$ cat src/rtl/decode_ctrl_unit.sv
// Front-end control for the single-cycle RV32I core: PC register, field/immediate decode,
// datapath control and next-PC resolution. Define DECODE_ILLEGAL_CHECK_EN to flag and squash illegal encodings.
module decode_ctrl_unit #(
    parameter int          DWIDTH   = 32,
    parameter logic [31:0] RESET_PC = 32'h0100_0000
) (
    input  logic              clk,
    input  logic              reset,
    input  logic              pc_en,
    input  logic [31:0]       instr,
    input  logic [DWIDTH-1:0] rs1_val,
    input  logic [DWIDTH-1:0] rs2_val,
    output logic [DWIDTH-1:0] pc,
    output logic [DWIDTH-1:0] pc_plus_4,
    output logic [DWIDTH-1:0] next_pc,
    output logic [6:0]        opcode,
    output logic [2:0]        funct3,
    output logic [6:0]        funct7,
    output logic [4:0]        rs1,
    output logic [4:0]        rs2,
    output logic [4:0]        rd,
    output logic [4:0]        shamt,
    output logic [DWIDTH-1:0] imm,
    output logic              reg_we,
    output logic [3:0]        alu_op,
    output logic [1:0]        op_a_sel,
    output logic              op_b_sel,
    output logic [1:0]        wb_sel,
    output logic              mem_re,
    output logic              mem_we,
    output logic [1:0]        mem_size,
    output logic              mem_unsigned,
    output logic              br_taken,
    output logic              illegal
);

    localparam logic [6:0] OPC_LUI    = 7'b0110111;
    localparam logic [6:0] OPC_AUIPC  = 7'b0010111;
    localparam logic [6:0] OPC_JAL    = 7'b1101111;
    localparam logic [6:0] OPC_JALR   = 7'b1100111;
    localparam logic [6:0] OPC_BRANCH = 7'b1100011;
    localparam logic [6:0] OPC_LOAD   = 7'b0000011;
    localparam logic [6:0] OPC_STORE  = 7'b0100011;
    localparam logic [6:0] OPC_OP_IMM = 7'b0010011;
    localparam logic [6:0] OPC_OP     = 7'b0110011;

    localparam logic [3:0] ALU_ADD  = 4'd0;
    localparam logic [3:0] ALU_SUB  = 4'd1;
    localparam logic [3:0] ALU_SLL  = 4'd2;
    localparam logic [3:0] ALU_SLT  = 4'd3;
    localparam logic [3:0] ALU_SLTU = 4'd4;
    localparam logic [3:0] ALU_XOR  = 4'd5;
    localparam logic [3:0] ALU_SRL  = 4'd6;
    localparam logic [3:0] ALU_SRA  = 4'd7;
    localparam logic [3:0] ALU_OR   = 4'd8;
    localparam logic [3:0] ALU_AND  = 4'd9;

    localparam logic [1:0] A_RS1  = 2'd0;
    localparam logic [1:0] A_PC   = 2'd1;
    localparam logic [1:0] A_ZERO = 2'd2;
    localparam logic       B_RS2  = 1'b0;
    localparam logic       B_IMM  = 1'b1;
    localparam logic [1:0] WB_ALU = 2'd0;
    localparam logic [1:0] WB_MEM = 2'd1;
    localparam logic [1:0] WB_PC4 = 2'd2;
    localparam logic [1:0] SZ_BYTE = 2'd0;

    logic [31:0] imm_i, imm_s, imm_b, imm_u, imm_j;
    logic        reg_we_raw, mem_re_raw, mem_we_raw;

    // alt selects SUB for funct3=000 and SRA for funct3=101; callers decide when alt applies
    function automatic logic [3:0] alu_from_f3(input logic [2:0] f3, input logic alt);
        case (f3)
            3'b000:  return alt ? ALU_SUB : ALU_ADD;
            3'b001:  return ALU_SLL;
            3'b010:  return ALU_SLT;
            3'b011:  return ALU_SLTU;
            3'b100:  return ALU_XOR;
            3'b101:  return alt ? ALU_SRA : ALU_SRL;
            3'b110:  return ALU_OR;
            default: return ALU_AND;
        endcase
    endfunction

    assign opcode = instr[6:0];
    assign funct3 = instr[14:12];
    assign funct7 = instr[31:25];
    assign rs1    = instr[19:15];
    assign rs2    = instr[24:20];
    assign rd     = instr[11:7];
    assign shamt  = instr[24:20];

    assign imm_i = {{20{instr[31]}}, instr[31:20]};
    assign imm_s = {{20{instr[31]}}, instr[31:25], instr[11:7]};
    assign imm_b = {{19{instr[31]}}, instr[31], instr[7], instr[30:25], instr[11:8], 1'b0};
    assign imm_u = {instr[31:12], 12'b0};
    assign imm_j = {{11{instr[31]}}, instr[31], instr[19:12], instr[20], instr[30:21], 1'b0};

    always_ff @(posedge clk) begin
        if (!reset) begin
            pc <= RESET_PC;
        end else if (pc_en) begin
            pc <= next_pc;
        end
    end

    assign pc_plus_4 = pc + 32'd4;

    always_comb begin
        imm          = 32'd0;
        reg_we_raw   = 1'b0;
        mem_re_raw   = 1'b0;
        mem_we_raw   = 1'b0;
        alu_op       = ALU_ADD;
        op_a_sel     = A_RS1;
        op_b_sel     = B_RS2;
        wb_sel       = WB_ALU;
        mem_size     = SZ_BYTE;
        mem_unsigned = 1'b0;
        case (opcode)
            OPC_LUI: begin
                imm        = imm_u;
                reg_we_raw = 1'b1;
                op_a_sel   = A_ZERO;
                op_b_sel   = B_IMM;
            end
            OPC_AUIPC: begin
                imm        = imm_u;
                reg_we_raw = 1'b1;
                op_a_sel   = A_PC;
                op_b_sel   = B_IMM;
            end
            OPC_JAL: begin
                imm        = imm_j;
                reg_we_raw = 1'b1;
                op_a_sel   = A_PC;
                op_b_sel   = B_IMM;
                wb_sel     = WB_PC4;
            end
            OPC_JALR: begin
                imm        = imm_i;
                reg_we_raw = 1'b1;
                op_b_sel   = B_IMM;
                wb_sel     = WB_PC4;
            end
            OPC_BRANCH: begin
                imm    = imm_b;
                alu_op = ALU_SUB;
            end
            OPC_LOAD: begin
                imm          = imm_i;
                reg_we_raw   = 1'b1;
                mem_re_raw   = 1'b1;
                op_b_sel     = B_IMM;
                wb_sel       = WB_MEM;
                mem_size     = funct3[1:0];
                mem_unsigned = funct3[2];
            end
            OPC_STORE: begin
                imm        = imm_s;
                mem_we_raw = 1'b1;
                op_b_sel   = B_IMM;
                mem_size   = funct3[1:0];
            end
            OPC_OP_IMM: begin
                imm        = imm_i;
                reg_we_raw = 1'b1;
                op_b_sel   = B_IMM;
                // ADDI has no SUB form, so funct7[5] only matters for the shift
                alu_op     = alu_from_f3(funct3, funct7[5] && (funct3 == 3'b101));
            end
            OPC_OP: begin
                reg_we_raw = 1'b1;
                alu_op     = alu_from_f3(funct3, funct7[5]);
            end
            default: ;
        endcase
    end

    always_comb begin
        case (funct3)
            3'b000:  br_taken = (rs1_val == rs2_val);
            3'b001:  br_taken = (rs1_val != rs2_val);
            3'b100:  br_taken = ($signed(rs1_val) <  $signed(rs2_val));
            3'b101:  br_taken = ($signed(rs1_val) >= $signed(rs2_val));
            3'b110:  br_taken = (rs1_val <  rs2_val);
            3'b111:  br_taken = (rs1_val >= rs2_val);
            default: br_taken = 1'b0;
        endcase
        if (opcode != OPC_BRANCH) begin
            br_taken = 1'b0;
        end
    end

`ifdef DECODE_ILLEGAL_CHECK_EN
    always_comb begin
        case (opcode)
            OPC_LUI, OPC_AUIPC, OPC_JAL, OPC_JALR, OPC_OP_IMM: illegal = 1'b0;
            OPC_BRANCH: illegal = (funct3 == 3'b010) || (funct3 == 3'b011);
            OPC_LOAD:   illegal = (funct3 == 3'b011) || (funct3[2:1] == 2'b11);
            OPC_STORE:  illegal = (funct3 >= 3'b011);
            OPC_OP:     illegal = (funct7 != 7'b0000000) && (funct7 != 7'b0100000);
            default:    illegal = 1'b1;
        endcase
    end
`else
    assign illegal = 1'b0;
`endif

    always_comb begin
        case (opcode)
            OPC_JAL:    next_pc = pc + imm_j;
            OPC_JALR:   next_pc = (rs1_val + imm_i) & ~32'h1;
            OPC_BRANCH: next_pc = br_taken ? (pc + imm_b) : pc_plus_4;
            default:    next_pc = pc_plus_4;
        endcase
        if (illegal) begin
            next_pc = pc_plus_4;
        end
    end

    // Side-effect strobes are squashed during reset, for illegal encodings and for rd=x0 writes
    assign reg_we = reg_we_raw && (rd != 5'd0) && reset && !illegal;
    assign mem_re = mem_re_raw && reset && !illegal;
    assign mem_we = mem_we_raw && reset && !illegal;

endmodule

$ cat config.mk
export PLATFORM = sky130hd
export DESIGN_NAME = decode_ctrl_unit
export DESIGN_NICKNAME = d
export VERILOG_FILES = /design/src/rtl/decode_ctrl_unit.sv
export SDC_FILE = /design/constraint.sdc
export NUM_CORES = 1
export LEC_CHECK = 0
export CAP_MARGIN = 0
export CORE_ASPECT_RATIO = 0.5
export CORE_UTILIZATION = 52
export DETAILED_ROUTE_END_ITERATION = 8
export PLACE_DENSITY = 0.89
export SYNTH_ARGS = -nofsm -noshare
export SYNTH_HDL_FRONTEND = slang
export SYNTH_SLANG_ARGS = --single-unit
export TNS_END_PERCENT = 1
$ cat constraint.sdc
create_clock -name clk -period 9 [get_ports clk]
set_input_delay 0.9 -clock clk [delete_from_list [all_inputs] [get_ports clk]]
set_output_delay 0.9 -clock clk [all_outputs]
set_load 0.02 [all_outputs]
==> impl_metrics.toml <==
[status]
outcome = "finished clean"

[final_layout]
fillCellCount = 1306
largestRegisters = "pc (32)"
postLayoutCoreUtil_pct = 71.5
final_nets = 1608
largest_reg_flops = 32
num_antenna_cells = 0
layout_commonest_cell = "clkdlybuf4s50_1"
mostFrequentLayoutCells = "278 x clkdlybuf4s50_1, 106 x ha_1, 102 x a21oi_1"
stdcell_count = 1605
drive_gt1_share_pct = 3.57
area_delta_synth_final_pct = 32.6
largest_register = "pc"

[drt]
wl_per_cell_um = 21.2
first_pass_iters = 7
vias_per_cell = 6.51
drt-initial-drc-count = 1022
num_vias = 10500
drc_errors = 0
ant_nets = 0
drt_wl_total_um = 34100

[clock_tree]
post_cts_buffers = 0
path_clk_slew_ps = 60
clock-sinks = 32
cts_max_level = 2
cts_inserted_buffers = 5
cts_tree = "yes"
holdBufCountCts = 0
worstSkewPairLatency_ps = 290
ctsResizeCount = 0
cts_root_buffer = "clkbuf_16"
clockBufferDepth = 2

[yosys]
yosysWarnings = 0
yosys_most_used_dff = "dfxtp_1"
synthesis.area_mm2 = 0.00842
netlist_instances = 1195
avgSynthCellArea_um2 = 7.05
ys_seq_area_share_pct = 7.61
synth_nets = 1403
ys_ff_latch = 32
synth-edff-count = 0
async_flop_share_pct = 0
synth_cell_type_count = 78

[global_routing]
grt_use_total_pct = 39.4
antenna_found_initial = 1
grt_pass1_vias = 9987
overflow = 0
grt_pass1_wl_um = 52300
grt_max_degree = 48

[sta]
fin_crit_ps = 7040
fin_hold_ws_ps = 462
slew_headroom_pct = 13.6
layout_setup_ws_ps = 1960
fmax_ghz = 0.142
worstMarginPinSlew_ps = 1290
rsz0062_at_grt = "false"
period_share_pct = 78.3
finalSetupTns_ps = 0
setup_viol = 0
slew_viol_final = 0
hold_viol_final = 0
fin_skew_ps = 5.46

[place]
dp_hpwl_um = 27100
placed_cells = 1597
gp_congestion = 0.986
dp_slack_ps = 2250
numPortBuffers = 279

[worst_setup_path]
r2r_start = "pc[1]"
critPathArrivalTime_ps = 6140
crit_type = "primary input to output port"
crit_path_max_incr_delay_ps = 1020
ff2ff_path_depth = 12
r2r_setup_slack_ps = 5070
crit_path_cell_trace = "clkdlybuf4s50_1 > inv_1 > ha_1 > nand4_1 > a2111oi_0 > o41ai_1 > nand4_1 > a211o_1 > buf_4 > inv_2 > nor2_1 > a22oi_1 > o21ai_1 > clkdlybuf4s50_1"
cp.required_ps = 8100
crit_path_max_fanout = 21
crit_path_start_kind = "primary input"
timing.rr.end = "pc[25]"
startpoint = "rs2_val[14]"
cpMaxStageDelayCell = "a2111oi_0"
crit_end = "next_pc[15]"
endpoint_kind = "output port"

[floorplan]
ioPinCount = 281
core_mm2 = 0.0156
die_y_um = 92.0
die_x_um = 182
start_util_pct = 53.9
rows = 32
die-area_mm2 = 0.0167

[power]
power-per-cell-area_mw_per_mm2 = 88.7
p_leak_uw = 0.00498
ir_worst_vdd_mv = 0.0668

[worst_hold_path]
min_path_type = "flip-flop to flip-flop"

[job]
drv_cap = 0
## critical path: cells and delay by family
kind / cells / cell delay [ps]
adder cells (fa/ha/maj): 1 / 320
AND/OR/NAND/NOR: 3 / 1440
buffers and inverters: 5 / 1730
AO/OA/AOI/OAI: 5 / 1740
## cells by family after synthesis
| family | Yosys count | synth area share [%] |
|---|---|---|
| simple gates | 341 | 20.3 |
| flops | 32 | 7.61 |
| compound gates | 438 | 34.6 |
| other cells | 1 | 0.0445 |
| xor+xnor | 102 | 10.6 |
| buf+inv | 163 | 9.24 |
| fa+ha+maj | 109 | 16.5 |
| mux | 9 | 1.08 |
## through the flow
step,area (µm²),total power (µW)
finish,11200,991
global route,11200,1040
CTS,11200,976
detailed placement,11000,790
global placement,11000,779
floorplan,8420,564
## cells in the mapped netlist, types with 14 or more instances
library cell	number	area, µm²
a21oi_1	102	510
inv_1	73	274
dfxtp_1	32	641
nor3_1	29	145
o21ai_0	89	445
nand4_1	20	125
and2_1	14	87.6
and3_1	16	100
ha_1	106	1330
o21bai_1	17	128
clkbuf_1	42	158
nor2_1	66	248
a31oi_1	21	131
xnor2_1	61	534
xor2_1	41	359
nand2_1	101	379
a21o_1	60	450
buf_4	41	308
nand3_1	34	170
## worst min-delay path by stage
| stage | from | end | slack (ps) | cells past startpoint |
|---|---|---|---|---|
| 2_1_floorplan | pc[0] | pc[0] | 530 | 2 |
| 3_3_place_gp | pc[0] | pc[0] | 440 | 2 |
| 3_5_place_dp | pc[0] | pc[0] | 460 | 2 |
| 4_1_cts | pc[0] | pc[0] | 470 | 2 |
| 5_1_grt | pc[0] | pc[0] | 480 | 2 |
| 6_report | pc[0] | pc[0] | 460 | 2 |
## power by group
group	leakage [µW]	internal [µW]	switching, µW
Combinational	0.00465	276	361
Sequential	0.000264	150	17.9
Clock	0.0000712	111	74.6
## final cells by class
class / instances / area, µm² / share of cell area [%]
timing repair buffer: 286 / 2840 / 25.4
inverter: 75 / 282 / 2.52
tap: 204 / 255 / 2.29
multi-input combinational: 1000 / 7000 / 62.7
sequential: 32 / 641 / 5.74
clock buffer: 8 / 146 / 1.31
## metal layers
layer / vias up / part of all wire [%] / global-route usage, %
li1: 4778 / - / -
met1: 4889 / 42 / 50.2
met2: 676 / 44 / 64.1
met3: 109 / 11 / 8.62
met4: 0 / 3.7 / 17.5
met5: - / 0 / 0
Power figures use the tool's default switching activity.
